`src/rtl/ps2_pkg.sv`:
```
// ---------------------------------------------------------------------------
// ps2_pkg
// Shared types and constants for the PS/2 keyboard decoder.
//   - frame_state_e : PS/2 frame receiver states
//   - key_levels_t  : the six held-key levels driven to the movement FSM
//   - SC_*          : scan-code set 2 prefix/control bytes and key codes
//   - odd_parity_ok : parity check helper for a received byte
// ---------------------------------------------------------------------------
package ps2_pkg;

  typedef enum logic [1:0] {
    IDLE   = 2'd0,
    DATA   = 2'd1,
    PARITY = 2'd2,
    STOP   = 2'd3
  } frame_state_e;

  typedef struct packed {
    logic up;
    logic left;
    logic down;
    logic right;
    logic z;
    logic x;
  } key_levels_t;

  // Prefix and control bytes
  localparam logic [7:0] SC_EXT   = 8'hE0;
  localparam logic [7:0] SC_BRK   = 8'hF0;
  localparam logic [7:0] SC_PAUSE = 8'hE1;
  localparam logic [7:0] SC_ACK   = 8'hFA;
  localparam logic [7:0] SC_BAT   = 8'hAA;

  // Key codes (arrows are E0-extended, Z/X are plain)
  localparam logic [7:0] SC_UP    = 8'h75;
  localparam logic [7:0] SC_DOWN  = 8'h72;
  localparam logic [7:0] SC_LEFT  = 8'h6B;
  localparam logic [7:0] SC_RIGHT = 8'h74;
  localparam logic [7:0] SC_Z     = 8'h1A;
  localparam logic [7:0] SC_X     = 8'h22;

  // Bytes of the Pause sequence that follow its leading E1
  localparam logic [2:0] SKIP_PAUSE = 3'd7;

  // Data byte plus parity bit must carry an odd number of ones
  function automatic logic odd_parity_ok(input logic [7:0] data, input logic par);
    return ^{data, par};
  endfunction

endpackage

```
`src/rtl/ps2_key_decoder_if.sv`:
```
// ---------------------------------------------------------------------------
// ps2_key_decoder_if
// Bundles the PS/2 pins and the decoded key outputs of ps2_key_decoder.
//   master : board/bench side - drives PS2_CLK/PS2_DAT, observes outputs
//   slave  : decoder side     - samples the pins, drives the outputs
// Signals:
//   PS2_CLK, PS2_DAT                 raw asynchronous PS/2 pins
//   up/left/down/right_arrow         arrow keys held
//   z_jump_key, x_shoot_key          Z / X held
//   keycode[7:0]                     last correctly framed byte
//   keycode_valid                    1-cycle pulse on keycode update
//   frame_err                        1-cycle pulse on rejected frame
// ---------------------------------------------------------------------------
interface ps2_key_decoder_if;
  logic       PS2_CLK;
  logic       PS2_DAT;
  logic       up_arrow;
  logic       left_arrow;
  logic       down_arrow;
  logic       right_arrow;
  logic       z_jump_key;
  logic       x_shoot_key;
  logic [7:0] keycode;
  logic       keycode_valid;
  logic       frame_err;

  modport master (
    output PS2_CLK, PS2_DAT,
    input  up_arrow, left_arrow, down_arrow, right_arrow,
    input  z_jump_key, x_shoot_key, keycode, keycode_valid, frame_err
  );

  modport slave (
    input  PS2_CLK, PS2_DAT,
    output up_arrow, left_arrow, down_arrow, right_arrow,
    output z_jump_key, x_shoot_key, keycode, keycode_valid, frame_err
  );
endinterface

```
`src/rtl/ps2_frame_rx.sv`:
```
// ---------------------------------------------------------------------------
// ps2_frame_rx
// Synchronizes the raw PS/2 pins, detects falling edges of the PS/2 clock
// and assembles 11-bit frames (start, 8 data LSB-first, odd parity, stop).
// Optional macro PS2_TIMEOUT_EN adds a watchdog that abandons a partial
// frame after TIMEOUT_CYCLES Clk cycles without an edge.
// Ports:
//   Clk, RESET         system clock, synchronous active-high reset
//   i_ps2_clk/i_ps2_dat raw asynchronous PS/2 pins
//   o_keycode[7:0]     last correctly framed byte
//   o_keycode_valid    1-cycle pulse when o_keycode updates
//   o_frame_err        1-cycle pulse when a frame is rejected
// ---------------------------------------------------------------------------
module ps2_frame_rx #(
  parameter int TIMEOUT_CYCLES = 50000
) (
  input  logic       Clk,
  input  logic       RESET,
  input  logic       i_ps2_clk,
  input  logic       i_ps2_dat,
  output logic [7:0] o_keycode,
  output logic       o_keycode_valid,
  output logic       o_frame_err
);
  import ps2_pkg::*;

  logic         r_clk_s1, r_clk_s2, r_clk_s3;
  logic         r_dat_s1, r_dat_s2;
  logic         r_fall;
  frame_state_e r_state, w_state_nxt;
  logic [2:0]   r_bit_cnt;
  logic [7:0]   r_shift;
  logic         r_par;
  logic [7:0]   r_keycode;
  logic         r_valid, r_err;
  logic         w_load, w_err;
  logic         w_timeout;

  // Two-flop synchronizers plus a third clock copy for edge detection.
  // Flops reset to 1 so an idle bus produces no spurious edge.
  // NOTE: sequential state uses non-blocking assignments so every flop
  // samples pre-edge values regardless of statement order.
  always_ff @(posedge Clk) begin
    if (RESET) begin
      r_clk_s1 <= 1'b1;
      r_clk_s2 <= 1'b1;
      r_clk_s3 <= 1'b1;
      r_dat_s1 <= 1'b1;
      r_dat_s2 <= 1'b1;
      r_fall   <= 1'b0;
    end else begin
      r_clk_s1 <= i_ps2_clk;
      r_clk_s2 <= r_clk_s1;
      r_clk_s3 <= r_clk_s2;
      r_dat_s1 <= i_ps2_dat;
      r_dat_s2 <= r_dat_s1;
      r_fall   <= r_clk_s3 & ~r_clk_s2;
    end
  end

`ifdef PS2_TIMEOUT_EN
  // Watchdog: cleared on each edge strobe and while idle, counts otherwise.
  // A strobe in the same cycle wins over an expiring count.
  logic [15:0] r_wdog;

  always_ff @(posedge Clk) begin
    if (RESET) begin
      r_wdog <= '0;
    end else if (r_fall || w_timeout || (r_state == IDLE)) begin
      r_wdog <= '0;
    end else begin
      r_wdog <= r_wdog + 16'd1;
    end
  end

  assign w_timeout = (r_state != IDLE) && !r_fall &&
                     (r_wdog == 16'(TIMEOUT_CYCLES));
`else
  logic w_unused_timeout;
  assign w_unused_timeout = (TIMEOUT_CYCLES != 0);
  assign w_timeout        = 1'b0;
`endif

  // Frame FSM: state register
  always_ff @(posedge Clk) begin
    if (RESET) r_state <= IDLE;
    else       r_state <= w_state_nxt;
  end

  // Frame FSM: next state, advancing only on edge strobes
  // NOTE: every combinational output gets a default first so no path
  // leaves it unassigned, which would infer a latch.
  always_comb begin
    w_state_nxt = r_state;
    if (w_timeout) begin
      w_state_nxt = IDLE;
    end else if (r_fall) begin
      case (r_state)
        IDLE:    if (!r_dat_s2) w_state_nxt = DATA;
        DATA:    if (r_bit_cnt == 3'd7) w_state_nxt = PARITY;
        PARITY:  w_state_nxt = STOP;
        STOP:    w_state_nxt = IDLE;
        default: w_state_nxt = IDLE;
      endcase
    end
  end

  // Frame FSM: outputs - accept or reject on the stop-bit strobe
  always_comb begin
    w_load = 1'b0;
    w_err  = w_timeout;
    if (r_fall && (r_state == STOP)) begin
      if (r_dat_s2 && odd_parity_ok(r_shift, r_par)) w_load = 1'b1;
      else                                            w_err  = 1'b1;
    end
  end

  // Datapath: shift register, bit counter, parity, output byte and pulses
  always_ff @(posedge Clk) begin
    if (RESET) begin
      r_bit_cnt <= '0;
      r_shift   <= '0;
      r_par     <= 1'b0;
      r_keycode <= '0;
      r_valid   <= 1'b0;
      r_err     <= 1'b0;
    end else begin
      r_valid <= w_load;
      r_err   <= w_err;
      if (w_load) r_keycode <= r_shift;
      if (r_fall) begin
        case (r_state)
          IDLE: r_bit_cnt <= '0;
          DATA: begin
            r_shift   <= {r_dat_s2, r_shift[7:1]};
            r_bit_cnt <= r_bit_cnt + 3'd1;
          end
          PARITY:  r_par <= r_dat_s2;
          default: ;
        endcase
      end
    end
  end

  assign o_keycode       = r_keycode;
  assign o_keycode_valid = r_valid;
  assign o_frame_err     = r_err;

endmodule

```
`src/rtl/ps2_key_decoder.sv`:
```
// ---------------------------------------------------------------------------
// ps2_key_decoder
// Decodes scan-code set 2 make/break sequences into held-key levels for the
// player-movement FSM (arrows, Z = jump, X = shoot).
// Optional macro PS2_TIMEOUT_EN enables the partial-frame watchdog in
// ps2_frame_rx (TIMEOUT_CYCLES is unused otherwise).
// Ports:
//   Clk    system clock
//   RESET  synchronous active-high reset
//   bus    ps2_key_decoder_if.slave: PS/2 pins in, key levels, keycode,
//          keycode_valid and frame_err out
// ---------------------------------------------------------------------------
module ps2_key_decoder #(
  parameter int TIMEOUT_CYCLES = 50000
) (
  input logic               Clk,
  input logic               RESET,
  ps2_key_decoder_if.slave  bus
);
  import ps2_pkg::*;

  logic [7:0]  w_keycode;
  logic        w_keycode_valid;
  logic        w_frame_err;

  logic        r_ext;
  logic        r_brk;
  logic [2:0]  r_skip;
  key_levels_t r_keys;

  ps2_frame_rx #(
    .TIMEOUT_CYCLES (TIMEOUT_CYCLES)
  ) u_frame_rx (
    .Clk             (Clk),
    .RESET           (RESET),
    .i_ps2_clk       (bus.PS2_CLK),
    .i_ps2_dat       (bus.PS2_DAT),
    .o_keycode       (w_keycode),
    .o_keycode_valid (w_keycode_valid),
    .o_frame_err     (w_frame_err)
  );

  // Byte decoder. A rejected frame drops any pending prefix and Pause skip
  // but keeps the key levels, since the matching break may still arrive.
  always_ff @(posedge Clk) begin
    if (RESET) begin
      r_ext  <= 1'b0;
      r_brk  <= 1'b0;
      r_skip <= '0;
      r_keys <= '0;
    end else if (w_frame_err) begin
      r_ext  <= 1'b0;
      r_brk  <= 1'b0;
      r_skip <= '0;
    end else if (w_keycode_valid) begin
      if (r_skip != 3'd0) begin
        // Inside the Pause sequence: swallow the byte, whatever it is
        r_skip <= r_skip - 3'd1;
      end else begin
        case (w_keycode)
          SC_EXT:         r_ext  <= 1'b1;
          SC_BRK:         r_brk  <= 1'b1;
          SC_PAUSE:       r_skip <= SKIP_PAUSE;
          SC_ACK, SC_BAT: ;  // keyboard status bytes leave prefixes intact
          default: begin
            // Final byte: a code only counts with its own ext setting
            if (r_ext) begin
              case (w_keycode)
                SC_UP:    r_keys.up    <= ~r_brk;
                SC_DOWN:  r_keys.down  <= ~r_brk;
                SC_LEFT:  r_keys.left  <= ~r_brk;
                SC_RIGHT: r_keys.right <= ~r_brk;
                default:  ;
              endcase
            end else begin
              case (w_keycode)
                SC_Z:    r_keys.z <= ~r_brk;
                SC_X:    r_keys.x <= ~r_brk;
                default: ;
              endcase
            end
            r_ext <= 1'b0;
            r_brk <= 1'b0;
          end
        endcase
      end
    end
  end

  assign bus.up_arrow      = r_keys.up;
  assign bus.left_arrow    = r_keys.left;
  assign bus.down_arrow    = r_keys.down;
  assign bus.right_arrow   = r_keys.right;
  assign bus.z_jump_key    = r_keys.z;
  assign bus.x_shoot_key   = r_keys.x;
  assign bus.keycode       = w_keycode;
  assign bus.keycode_valid = w_keycode_valid;
  assign bus.frame_err     = w_frame_err;

endmodule
```
`src/flat_wrapper.sv`:
```
// flat-port wrapper written by rule: the top's interface ports become plain ports
module ps2_key_decoder_flat import ps2_pkg::*;
#(
  parameter int TIMEOUT_CYCLES = 50000
)
  (Clk, RESET, bus_PS2_CLK, bus_PS2_DAT, bus_up_arrow, bus_left_arrow, bus_down_arrow, bus_right_arrow, bus_z_jump_key, bus_x_shoot_key, bus_keycode, bus_keycode_valid, bus_frame_err);
  ps2_key_decoder_if bus_i ();
  input logic Clk;
  input logic RESET;
  input wire logic [$bits(bus_i.PS2_CLK)-1:0] bus_PS2_CLK;
  input wire logic [$bits(bus_i.PS2_DAT)-1:0] bus_PS2_DAT;
  output wire logic [$bits(bus_i.up_arrow)-1:0] bus_up_arrow;
  output wire logic [$bits(bus_i.left_arrow)-1:0] bus_left_arrow;
  output wire logic [$bits(bus_i.down_arrow)-1:0] bus_down_arrow;
  output wire logic [$bits(bus_i.right_arrow)-1:0] bus_right_arrow;
  output wire logic [$bits(bus_i.z_jump_key)-1:0] bus_z_jump_key;
  output wire logic [$bits(bus_i.x_shoot_key)-1:0] bus_x_shoot_key;
  output wire logic [$bits(bus_i.keycode)-1:0] bus_keycode;
  output wire logic [$bits(bus_i.keycode_valid)-1:0] bus_keycode_valid;
  output wire logic [$bits(bus_i.frame_err)-1:0] bus_frame_err;
  assign bus_i.PS2_CLK = bus_PS2_CLK;
  assign bus_i.PS2_DAT = bus_PS2_DAT;
  assign bus_up_arrow = bus_i.up_arrow;
  assign bus_left_arrow = bus_i.left_arrow;
  assign bus_down_arrow = bus_i.down_arrow;
  assign bus_right_arrow = bus_i.right_arrow;
  assign bus_z_jump_key = bus_i.z_jump_key;
  assign bus_x_shoot_key = bus_i.x_shoot_key;
  assign bus_keycode = bus_i.keycode;
  assign bus_keycode_valid = bus_i.keycode_valid;
  assign bus_frame_err = bus_i.frame_err;
  ps2_key_decoder #(.TIMEOUT_CYCLES(TIMEOUT_CYCLES)) u_core (.Clk(Clk), .RESET(RESET), .bus(bus_i));
endmodule
```
`config.mk`:
```
export PLATFORM = sky130hd
export DESIGN_NAME = ps2_key_decoder_flat
export DESIGN_NICKNAME = d
export VERILOG_FILES = /design/src/rtl/ps2_pkg.sv /design/src/rtl/ps2_key_decoder_if.sv /design/src/rtl/ps2_frame_rx.sv /design/src/rtl/ps2_key_decoder.sv /design/src/flat_wrapper.sv
export SDC_FILE = /design/constraint.sdc
export NUM_CORES = 1
export LEC_CHECK = 0
export CORE_ASPECT_RATIO = 1.25
export CORE_MARGIN = 2
export CORE_UTILIZATION = 55
export DETAILED_ROUTE_END_ITERATION = 7
export GPL_TIMING_DRIVEN = 0
export PLACE_DENSITY = 0.86
export SLEW_MARGIN = 20
export SYNTH_ARGS = -nofsm -noshare
export SYNTH_HDL_FRONTEND = slang
export SYNTH_SLANG_ARGS = --single-unit
```
`constraint.sdc`:
```
create_clock -name Clk -period 2.3 [get_ports Clk]
set_input_delay 0.575 -clock Clk [delete_from_list [all_inputs] [get_ports Clk]]
set_output_delay 0.575 -clock Clk [all_outputs]
set_load 0.02 [all_outputs]
```
After elaboration in Yosys (flattened, before gate mapping)

Index checks and enable logic that the tools add are counted.

Flip-flop bits (word level): 41
Bits of input ports: 4
Output and inout port bits: 16
Word-level logic and storage cells: 87

$add $sub $neg: 2
Equal/unequal tests: 17
Multiplexer cells: 11
Bitwise gates (word level): 10
Reduce and logical (&&, ||, !) cells: 25

Operator list:

| operator                                             | count |
|---|---|
| equality test 8 bit (second input constant)          | 5 |
| AND reduction 6 bit                                  | 6 |
| equality test 8 x 7 -> 1 bit (second input constant) | 4 |
| inverter 1 bit                                       | 9 |
| AND reduction 3 bit                                  | 3 |
| XOR reduction 9 bit                                  | 1 |
| equality test 8 x 5 -> 1 bit (second input constant) | 1 |
| equality test 8 x 6 -> 1 bit (second input constant) | 1 |
| one-hot mux 2 bit (4 select lines)                   | 1 |
| AND reduction 2 bit                                  | 4 |
| OR reduction 4 bit                                   | 2 |
| two-way mux 3 bit                                    | 2 |
| one-hot mux 3 bit (2 select lines)                   | 1 |
| OR reduction 5 bit                                   | 1 |
| equality test 2 bit (second input constant)          | 2 |
| two-way mux 2 bit                                    | 2 |
| != test 2 bit (second input constant)                | 2 |
| one-hot mux 1 bit (2 select lines)                   | 2 |
| nonzero test 2 bit                                   | 2 |
| OR reduction 2 bit                                   | 2 |
| adder 3 x 1 -> 3 bit (second input constant)         | 1 |
| equality test 3 bit (second input constant)          | 1 |
| two-way mux 1 bit                                    | 3 |
| nonzero test 3 bit                                   | 1 |
| other kinds (5)                                      | 6 |

Depth between registers and ports, before layout

Gate-level depths: netlist of the first run.

Word-level depth: 4
Gate-level depth with buffers: 6
Gate-level depth less buffers: 6

By module

Synthesis of the first run repeated with hierarchy kept, for this count alone.

Cell total of the unflattened synthesis: 214
Area total of the unflattened synthesis: 1971.9 um^2

Modules (own cells, without submodules):

| module          | times used | cells an instance | area an instance (um^2) | sequential area each (um^2) |
|---|---|---|---|---|
| ps2_frame_rx    | 1          | 134               | 1287.5                  | 600.6 |
| ps2_key_decoder | 1          | 80                | 684.4                   | 220.2 |

Worst setup path after synthesis of the first run

OpenSTA, ideal clock, no wires.

Kind: reg2reg
Start: register u_core.r_skip[0]
End: register u_core.r_keys, in the netlist u_core.bus.right_arrow
Setup time: 0.071 ns
Arrival: 1.670 ns
Data required time: 2.229 ns
Setup slack: 0.560 ns
Stages on the path, launching flop included: 7
Path buffers: 0
Clock period less this slack: 1.740 ns
Cell sequence: dfxtp_1 -> inv_1 -> ha_1 -> nor4b_2 -> nand4_1 -> or4_1 -> a21oi_1

Word-level cells in the longest chain between the ends: 3

Ends and longest elaborated chain:

| item                                 | line                  | source |
|---|---|---|
| start: declaration                   | ps2_key_decoder.sv:28 | `logic [2:0] r_skip;` |
| start signal: assignment             | ps2_key_decoder.sv:58 | `r_skip <= r_skip - 3'd1;` |
| nonzero test 3 bit                   | ps2_key_decoder.sv:56 | `if (r_skip != 3'd0) begin` |
| inverter 1 bit (no source line)      | -                     |  |
| AND reduction 6 bit (no source line) | -                     |  |
| end: declaration                     | ps2_key_decoder.sv:29 | `key_levels_t r_keys;` |

Every way passes these cells.
A chain may end at the register's enable or synchronous reset.

Final worst setup path of the first run

Start: register u_core.u_frame_rx.r_keycode[2] (netlist: u_core.u_frame_rx.o_keycode[2])
End: output port bus_keycode[2]

RTL lines:

| item                     | line                | source |
|---|---|---|
| start: declaration       | ps2_frame_rx.sv:34  | `logic [7:0] r_keycode;` |
| start signal: assignment | ps2_frame_rx.sv:130 | `if (w_load) r_keycode <= r_shift;` |
| end: declaration         | flat_wrapper.sv:18  | `output wire logic [$bits(bus_i.keycode)-1:0] bus_keycode;` |

No word-level cell between the ends.

==> results by stage, run 1 <==
Clocking:
- The number of buffers inserted for hold repair after clock tree synthesis is 0.
- TritonCTS built the clock tree.
- The depth of the CTS H-tree is 2.
- The number of clock buffers inserted by TritonCTS is 5.
- CTS saw 41 sinks.
- Clock latency on the worst-skew pair, taken at its later pin, is 0.30 ns.
- The cell chosen for the clock root is sky130_fd_sc_hd__clkbuf_8.
- Once the clock tree was built, the resizer swapped 0 gates to a different size.
- In this run the deepest clock path goes through 2 buffers.
- Buffers added to address setup during post-CTS repair amount to 0.
- The clock input transition at the sequential cells of the worst setup and hold paths is 0.08 ns.

Setup path:
- The kind of capture point of the worst setup path is a primary output.
- Together, buffers and inverters on the worst path number 1.
- Of all nets on the critical path, the largest fanout is 9.
- STA puts the critical path data arrival time at 1.50 ns.
- The standard cell with the maximum stage delay on the critical path is sky130_fd_sc_hd__clkdlybuf4s50_1.
- The startpoint kind of the worst setup timing path is a register.
- The critical path in this run is classified as register to primary output.
- In this design, the stage delay of the slowest critical-path cell is 0.68 ns.
- The cell family contributing the most delay on the critical path is buffers and inverters.
- The signal on the critical path passes through clkdlybuf4s50_1.
- The required time of the critical path is 1.73 ns.

Drt:
- The detailed-route DRC error count is 0.
- The post-detailed-routing wire length is 3570 um.
- The routed layout has 1,540 vias.
- The via-per-instance ratio is 5.58.
- The count of nets left with antenna violations once routing finished came out at 0.
- The average routed wire per standard cell is 12.9 um.
- The number of detailed-routing iterations run before antenna repair is 4.
- The violation count after the first detailed-route iteration is 32.

Timing:
- Timing would allow up to 0.482 GHz.
- The post-layout minimum cycle time is 2.08 ns.
- Of the available clock period, the critical path in the final layout requires 0.903.
- The worst hold margin is 0.413 ns.
- Setup repair after global routing left no endpoint under its margin.
- Summed over all failing endpoints, the final setup total negative slack is 0 ns.
- The maximum clock skew at final layout is 0.00862 ns.
- The final max-slew violation count was 0.
- The worst-case headroom to the max-slew limit is 0.688.
- The total count of hold-check failures in the final report is 0.
- The minimum setup slack in the final design is 0.224 ns.
- The final setup violation count is 0.
- At the pin with the least slew margin, the transition time is 0.458 ns.

Final layout:
- In the final design database the tool counted 249 nets.
- The number of inserted filler cells in the final layout is 302.
- In the final layout, the share of cells above drive strength 1 is 0.0717.
- 0 antenna diodes ended up in the layout.
- The area overhead of the layout relative to synthesis is 16.9%.

Power:
- For this design the static power due to leakage is 0.779 nW.
- In this run the power density over the cells is 540 nW/um2.
- Of the total power, the clock network draws 0.388.
- In this run the power spent charging and discharging nets is 0.251 mW.
- The proportion of power drawn by combinational gates is 0.024.
- Of the total power, registers draw 0.588.
- Across the VDD grid, the largest voltage drop is 0.621 mV.
- The proportion of total power due to net switching is 0.207.
- The internal power of the cells totals 0.965 mW.

Place:
- The post-placement setup slack is 0.101 ns.
- The final HPWL from detailed placement is 2650 um.
- The number of buffers inserted by port buffering is 19.
- At the end of routability-driven placement, the weighted congestion stood at 0.831.

Floorplanning:
- The initial utilization of the core area, before any placement, comes to 0.563.
- The overall die height is 70.2 um.
- The count of standard-cell rows is 24.
- The area of the die is 3990 um2.
- The number of primary I/O pins is 20.
- The core box area is 3420 um2.
- The x dimension of the die is 56.9 um.

Logic synthesis:
- The number of nets in the synthesized netlist is 223.
- The dominant synthesized flop cell is sky130_fd_sc_hd__dfxtp_1.
- The average size of a mapped cell is 9.13 um2.
- The share of flip-flops with an asynchronous set or reset after synthesis is 0.
- For this run, the number of Yosys warnings is 0.
- The number of enable flip-flop cells after synthesis is 0.
- The synthesized instance count is 211.
- The synthesized cell area is 1930 um2.
- The part of the Yosys area used for sequential elements is 0.426.
- The synthesized design contains 41 register bits.
- The count of different cell masters after synthesis is 43.

GRT:
- In the global route stage, met2 resource usage came out at 0.359.
- Across every metal layer, demand over resource in global routing totals 0.207.
- The first global-routing pass estimated 6470 um of wire.
- The met1 track utilization from global routing is 0.229.
- The global-route track usage on met3 is 0.0556.
- After global routing the overflow that remains totals 0.
- The number of global-route vias before repair is 1,490.
- The layer carrying the most global-route usage is met2.
- The maximum number of pins on one net before global-route repair is 12.
- The number of antenna violations at the first check in global routing is 0.

Min path:
- The path class of the tightest hold or removal check is register to register.

Run status:
- The run finished with clean final reports.

Job:
- Across the run, the number of max-cap violations was 0.
-- layout make-up --
type,instances,area (um2),area share
clock buffer,7,86.3,0.0384
tap,39,48.8,0.0217
inverter,9,33.8,0.0150
timing repair buffer,19,190,0.0845
sequential,41,821,0.365
multi-input combinational,152,1040,0.460
buffer,9,35.0,0.0156
-- per-stage QoR --
stage	total power [mW]	util	instances	area (um2)
global route	1.25	0.658	276	2250
finish	1.22	0.658	276	2250
CTS	1.23	0.658	276	2250
detailed placement	0.762	0.632	269	2160
floorplan	0.749	-	211	1930
global placement	0.761	0.632	269	2160
-- cell usage in the layout, fill, tap and decap left out, types with 2 or more instances in the layout --
| cell | instances |
|---|---|
| sky130_fd_sc_hd__dfxtp_1 | 41 |
| sky130_fd_sc_hd__nand2_1 | 23 |
| sky130_fd_sc_hd__clkdlybuf4s50_1 | 19 |
| sky130_fd_sc_hd__a21oi_1 | 18 |
| sky130_fd_sc_hd__nand2b_1 | 17 |
| sky130_fd_sc_hd__nor2_1 | 12 |
| sky130_fd_sc_hd__mux2i_1 | 11 |
| sky130_fd_sc_hd__inv_1 | 9 |
| sky130_fd_sc_hd__clkbuf_1 | 9 |
| sky130_fd_sc_hd__ha_1 | 8 |
| sky130_fd_sc_hd__or2_2 | 7 |
| sky130_fd_sc_hd__clkbuf_8 | 6 |
| sky130_fd_sc_hd__o21ai_0 | 5 |
| sky130_fd_sc_hd__nand4_1 | 5 |
| sky130_fd_sc_hd__xnor2_1 | 4 |
| sky130_fd_sc_hd__and2_1 | 3 |
| sky130_fd_sc_hd__nand3_1 | 3 |
| sky130_fd_sc_hd__nor3b_1 | 3 |
| sky130_fd_sc_hd__nor3_1 | 3 |
| sky130_fd_sc_hd__or3_1 | 3 |
| sky130_fd_sc_hd__a22oi_1 | 2 |
| sky130_fd_sc_hd__a211oi_1 | 2 |
| sky130_fd_sc_hd__a311oi_1 | 2 |
-- worst reg2reg max path: stages (launching register included) --
cell and delay, ns:
sky130_fd_sc_hd__dfxtp_1 0.33, sky130_fd_sc_hd__inv_1 0.08, sky130_fd_sc_hd__ha_1 0.20, sky130_fd_sc_hd__nor4b_2 0.32
sky130_fd_sc_hd__nand4_1 0.30, sky130_fd_sc_hd__or4_1 0.54, sky130_fd_sc_hd__a21oi_1 0.15
-- power groups by stage --
| stage | sequential, mW | clock [mW] | combinational [mW] |
|---|---|---|---|
| CTS | 0.715 | 0.480 | 0.0297 |
| global placement | 0.732 | 0 | 0.0288 |
| global route | 0.715 | 0.504 | 0.0325 |
| detailed placement | 0.732 | 0 | 0.0297 |
| floorplan | 0.731 | 0 | 0.0180 |
| finish | 0.715 | 0.472 | 0.0292 |
-- cell usage after synthesis, drive strengths merged, types with 2 or more instances --
library cell / n / area (um2)
nor2: 12 / 45.0
inv: 9 / 33.8
nor3b: 3 / 22.5
a21oi: 18 / 90.1
ha: 8 / 100
or2: 7 / 43.8
nand2b: 17 / 106
mux2i: 12 / 133
xnor2: 4 / 35.0
a211oi: 2 / 15.0
or3: 3 / 18.8
nand3: 3 / 15.0
a311oi: 2 / 17.5
o21ai: 5 / 25.0
clkbuf: 8 / 30.0
nand2: 23 / 86.3
and2: 3 / 18.8
a22oi: 2 / 15.0
dfxtp: 41 / 821
nor3: 3 / 15.0
nor4b: 2 / 23.8
nand4: 5 / 31.3
-- path summary, 6_finish.rpt --
path                           endpoint                            from  slack [ns]  depth (start not counted)
min reg2reg  u_core.u_frame_rx.r_dat_s2      u_core.u_frame_rx.r_dat_s1        0.41                          1
max                      bus_keycode[2]  u_core.u_frame_rx.o_keycode[2]        0.22                          1
min          u_core.u_frame_rx.r_dat_s2      u_core.u_frame_rx.r_dat_s1        0.41                          1
max reg2reg      u_core.bus.right_arrow                u_core.r_skip[0]        0.32                          6
-- state kept, by name (all words and copies together) (netlist names) --
register and flops:
u_core.bus.left_arrow 1, u_core.u_frame_rx.r_clk_s3 1, u_core.u_frame_rx.r_state 2, u_core.u_frame_rx.r_par 1, u_core.u_frame_rx.r_bit_cnt 3, u_core.bus.up_arrow 1
u_core.u_frame_rx.o_frame_err 1, u_core.u_frame_rx.r_dat_s2 1, u_core.r_brk 1, u_core.u_frame_rx.r_clk_s2 1, u_core.bus.right_arrow 1, u_core.r_skip 3
u_core.r_ext 1, u_core.bus.down_arrow 1, u_core.u_frame_rx.o_keycode_valid 1, u_core.u_frame_rx.o_keycode 8, u_core.u_frame_rx.r_dat_s1 1, u_core.u_frame_rx.r_fall 1
u_core.u_frame_rx.r_shift 8, u_core.u_frame_rx.r_clk_s1 1, u_core.bus.x_shoot_key 1, u_core.bus.z_jump_key 1
-- metal layers --
layer	up-vias	wire length (um)
li1	778	-
met3	9	143
met4	0	70
met1	720	1520
met5	-	0
met2	33	1840
-- cells by family (layout without fill, tap and decap cells) --
family | count (synthesis) | after routing | share of synthesized area
AND/OR/NAND/NOR | 88 | 88 | 0.250
buffers and inverters | 18 | 44 | 0.0357
XOR/XNOR | 7 | 7 | 0.0474
multiplexers | 12 | 12 | 0.0689
adder cells (fa/ha/maj) | 8 | 8 | 0.0520
flip-flops | 41 | 41 | 0.426
AO/OA/AOI/OAI | 37 | 37 | 0.120
No activity file was read; power rests on OpenSTA's default activity.
==> inputs of run 2 (changes only) <==
--- a/config.mk
+++ b/config.mk
@@ -7,10 +7,11 @@
 export LEC_CHECK = 0
 export CORE_ASPECT_RATIO = 1.25
 export CORE_MARGIN = 2
-export CORE_UTILIZATION = 55
+export CORE_UTILIZATION = 58
+export CTS_BUF_LIST = sky130_fd_sc_hd__clkbuf_8
 export DETAILED_ROUTE_END_ITERATION = 7
 export GPL_TIMING_DRIVEN = 0
-export PLACE_DENSITY = 0.86
+export PLACE_DENSITY = 0.89
 export SLEW_MARGIN = 20
 export SYNTH_ARGS = -nofsm -noshare
 export SYNTH_HDL_FRONTEND = slang
==> run 2 against run 1 <==
Effect of this change:
- clock skew shrank 0.0040 ns
- non-clock buffer count did not move
- die area is 4.9% lower
- core utilization rose by 4.5 points
- sequential share of layout area increased by 0.10 points
- total power down 2.4%
- combinational power about the same
==> results by stage, run 2 (synthesis results as in run 1) <==
Clocking:
- The number of clock sinks is 41 (unchanged).
- The cell chosen for the clock root was sky130_fd_sc_hd__clkbuf_8 (unchanged).
- The number of buffers inserted by post-CTS setup repair was 0 (unchanged).
- The clock insertion delay at the later pin of the skew report came to 0.29 ns (was 0.30 ns).
- The clock tree from TritonCTS is done (unchanged).
- The depth of the CTS H-tree is 2 (unchanged).
- The clock input transition at the sequential cells of the worst setup and hold paths was 0.08 ns (about the same).
- The number of clock buffers inserted by TritonCTS is 5 (unchanged).
- The maximum buffer depth of the clock tree is 2 (unchanged).
- The number of buffers inserted for hold repair after clock tree synthesis is 0 (unchanged).
- The total of cells resized after clock tree synthesis is 0 (unchanged).

Drt:
- The detailed-route via count is 1,552 (was 1,540).
- The number of detailed-routing iterations run before antenna repair is 4 (unchanged).
- The detailed-route DRC error count is 0 (unchanged).
- The post-detailed-routing wire length is 3720 um (was 3570 um).
- The violation count after the first detailed-route iteration is 56 (was 32).
- The count of antenna-violating nets left after detailed routing was 0 (unchanged).
- The average routed wire per standard cell is 13.5 um (was 12.9 um).
- The via-per-instance ratio is 5.64 (was 5.58).

Timing:
- The worst-case headroom to the max-slew limit is 0.642 (was 0.688).
- Setup repair after global routing missed its margin: no (unchanged).
- The slew at the pin closest to its max-slew limit is 0.529 ns (was 0.458 ns).
- The post-layout minimum cycle time is 2.08 ns (about the same).
- The total count of hold-check failures in the final report is 0 (unchanged).
- The fraction of the cycle the final worst path needs is 0.906 (was 0.903).
- The maximum clock skew at final layout is 0.00460 ns (was 0.00862 ns).
- The minimum setup slack in the final design is 0.217 ns (was 0.224 ns).
- The final max-slew violation count is 0 (unchanged).
- The total negative setup slack is 0 ns (unchanged).
- The highest clock frequency the design can meet is 0.480 GHz (was 0.482 GHz).
- The final setup violation count is 0 (unchanged).

Floorplanning:
- The area of the die was 3800 um2 (was 3990 um2).
- The count of standard-cell rows is 23 (was 24).
- The core box area is 3190 um2 (was 3420 um2).
- The number of primary I/O pins is 20 (unchanged).
- The starting density of the core is 0.603 (was 0.563).
- The x dimension of the die came to 55.5 um (was 56.9 um).
- The overall die height is 68.4 um (was 70.2 um).

Place:
- The number of buffers inserted by port buffering is 19 (unchanged).
- The final HPWL from detailed placement is 2710 um (was 2650 um).
- The placer's final routability congestion estimate was 0.833 (was 0.831).
- The total cell area at the placement stage was 2160 um2 (about the same).
- The post-placement setup slack came to 0.0661 ns (was 0.101 ns).

Final layout:
- The post-layout net count is 249 (unchanged).
- The area overhead of the layout relative to synthesis is 16.6% (was 16.9%).
- The final antenna diode count is 0 (unchanged).
- The fraction of final layout cells with drive strength greater than 1 is 0.0756 (was 0.0717).
- Top library cells by usage in the layout, fill and taps aside: sky130_fd_sc_hd__dfxtp_1, sky130_fd_sc_hd__nand2_1, sky130_fd_sc_hd__clkdlybuf4s50_1 (unchanged).
- The final non-filler cell area is 2240 um2 (was 2250 um2).
- The most common library cell in the layout ignoring fill and taps is sky130_fd_sc_hd__dfxtp_1 (unchanged).

Power:
- The total design power is 1.19 mW (was 1.22 mW).
- The highest ir drop seen on vdd was 0.562 mV (was 0.621 mV).
- The cell leakage power is 0.784 nW (was 0.779 nW).
- The power density relative to cell area came to 529 nW/um2 (was 540 nW/um2).

Setup path:
- The required time of the critical path is 2.52 ns (was 1.73 ns).
- The critical path data arrival time was 2.31 ns (was 1.50 ns).
- The minimum setup slack among reg-to-reg paths is 0.22 ns (was 0.32 ns).
- The biggest fanout along the worst timing path was 8 (was 9).
- The number of cells on the worst reg-to-reg path is 6 (unchanged).
- The type of the setup path with the least slack is register to register (was register to primary output).
- The standard cell with the maximum stage delay on the critical path is sky130_fd_sc_hd__or4_1 (was sky130_fd_sc_hd__clkdlybuf4s50_1).
- The startpoint kind of the worst setup timing path is a register (unchanged).
- The timing endpoint of the critical path was u_core.bus.right_arrow (was bus_keycode[2]).
- The endpoint of the lowest-slack register-to-register path is u_core.bus.right_arrow (unchanged).
- Critical Path, Cell by Cell: inv_1 > ha_1 > nor4b_2 > nand4_1 > or4_1 > a21oi_1 (was clkdlybuf4s50_1).
- The beginning of the worst register-to-register path is u_core.r_skip[0] (unchanged).
- The launching instance or port of the critical path is u_core.r_skip[0] (was u_core.u_frame_rx.o_keycode[2]).
- The kind of capture point of the worst setup path is a register (was primary output).
- The delay contributed by the slowest stage of the critical path was 0.56 ns (was 0.68 ns).

Min path:
- The worst min-delay path class is register to register (unchanged).

Run status:
- Status: finished, final reports clean (unchanged).

Job:
- The max-capacitance violation count came to 0 (unchanged).

GRT:
- The number of global-route vias before repair is 1,514 (was 1,490).
- The global-route usage over all layers was 0.213 (was 0.207).
- The total global routing overflow came to 0 (unchanged).
- The number of antenna violations at the first check in global routing was 0 (unchanged).
- The maximum number of pins on one net before global-route repair came to 13 (was 12).
- The global-route wire length before repair is 6270 um (was 6470 um).
==> run 2: cell count changes in the layout (fill, tap and decap cells not counted), sizes merged <==
cell,previous run,this run
clkinv,0,2
inv,9,10
clkbuf,15,13
==> run 2: critical path, delay by kind of cell, from the launching register on <==
| kind | cells | cell delay (ns) |
|---|---|---|
| and+or+nand+nor | 3 | 1.25 |
| DFF | 1 | 0.33 |
| adders and majority gates | 1 | 0.20 |
| AOI/OAI and AO/OA | 1 | 0.15 |
| buffers and inverters | 1 | 0.08 |
==> run 2: area by class of cell <==
type                            instances  area (um2)
Clock inverter                          3        13.8
Sequential cell                        41         821
Buffer                                  9        35.0
Multi-Input combinational cell        152        1040
Inverter                                9        33.8
Tap cell                               37        46.3
Fill cell                             241         950
Clock buffer                            5        68.8
Timing Repair Buffer                   19         190
==> run 2: metal layers <==
| metal | track usage | share of wire | vias up |
|---|---|---|---|
| met5 | 0 | 0 | - |
| met4 | 0.128 | 0.026 | 0 |
| met3 | 0.0510 | 0.043 | 14 |
| met2 | 0.381 | 0.51 | 48 |
| met1 | 0.232 | 0.43 | 710 |
| li1 | - | - | 780 |
==> run 2: power by group <==
group | switching, mW | leakage [nW] | internal (mW)
clock network | 0.237 | 0.0491 | 0.206
registers | 0.00187 | 0.331 | 0.714
logic | 0.0158 | 0.403 | 0.0134
total | 0.255 | 0.784 | 0.933
==> run 2: per-stage QoR <==
step | hold WS, ns | std cells | util
after floorplan | 0.389 | 211 | -
after global placement | 0.393 | 267 | 0.677
after detailed placement | 0.400 | 267 | 0.677
after CTS | 0.421 | 275 | 0.703
after global routing | 0.433 | 275 | 0.703
final | 0.417 | 275 | 0.703
==> run 2: worst min path at each step <==
| stage | endpoint | start | cells past startpoint |
|---|---|---|---|
| floorplan | u_core.u_frame_rx.r_clk_s2 | u_core.u_frame_rx.r_clk_s1 | 1 |
| global placement | u_core.u_frame_rx.r_dat_s2 | u_core.u_frame_rx.r_dat_s1 | 1 |
| detailed placement | u_core.u_frame_rx.r_clk_s2 | u_core.u_frame_rx.r_clk_s1 | 1 |
| CTS | u_core.u_frame_rx.r_clk_s2 | u_core.u_frame_rx.r_clk_s1 | 1 |
| global route | u_core.u_frame_rx.r_clk_s2 | u_core.u_frame_rx.r_clk_s1 | 1 |
| finish | u_core.u_frame_rx.r_clk_s2 | u_core.u_frame_rx.r_clk_s1 | 1 |
==> inputs of run 3 (changes only) <==
--- a/config.mk
+++ b/config.mk
@@ -7,11 +7,10 @@
 export LEC_CHECK = 0
 export CORE_ASPECT_RATIO = 1.25
 export CORE_MARGIN = 2
-export CORE_UTILIZATION = 58
-export CTS_BUF_LIST = sky130_fd_sc_hd__clkbuf_8
+export CORE_UTILIZATION = 55
 export DETAILED_ROUTE_END_ITERATION = 7
 export GPL_TIMING_DRIVEN = 0
-export PLACE_DENSITY = 0.89
+export PLACE_DENSITY = 0.86
 export SLEW_MARGIN = 20
 export SYNTH_ARGS = -nofsm -noshare
 export SYNTH_HDL_FRONTEND = slang
==> results of run 3 <==
The final DEF is identical to that of run 1; final timing and power are the same.
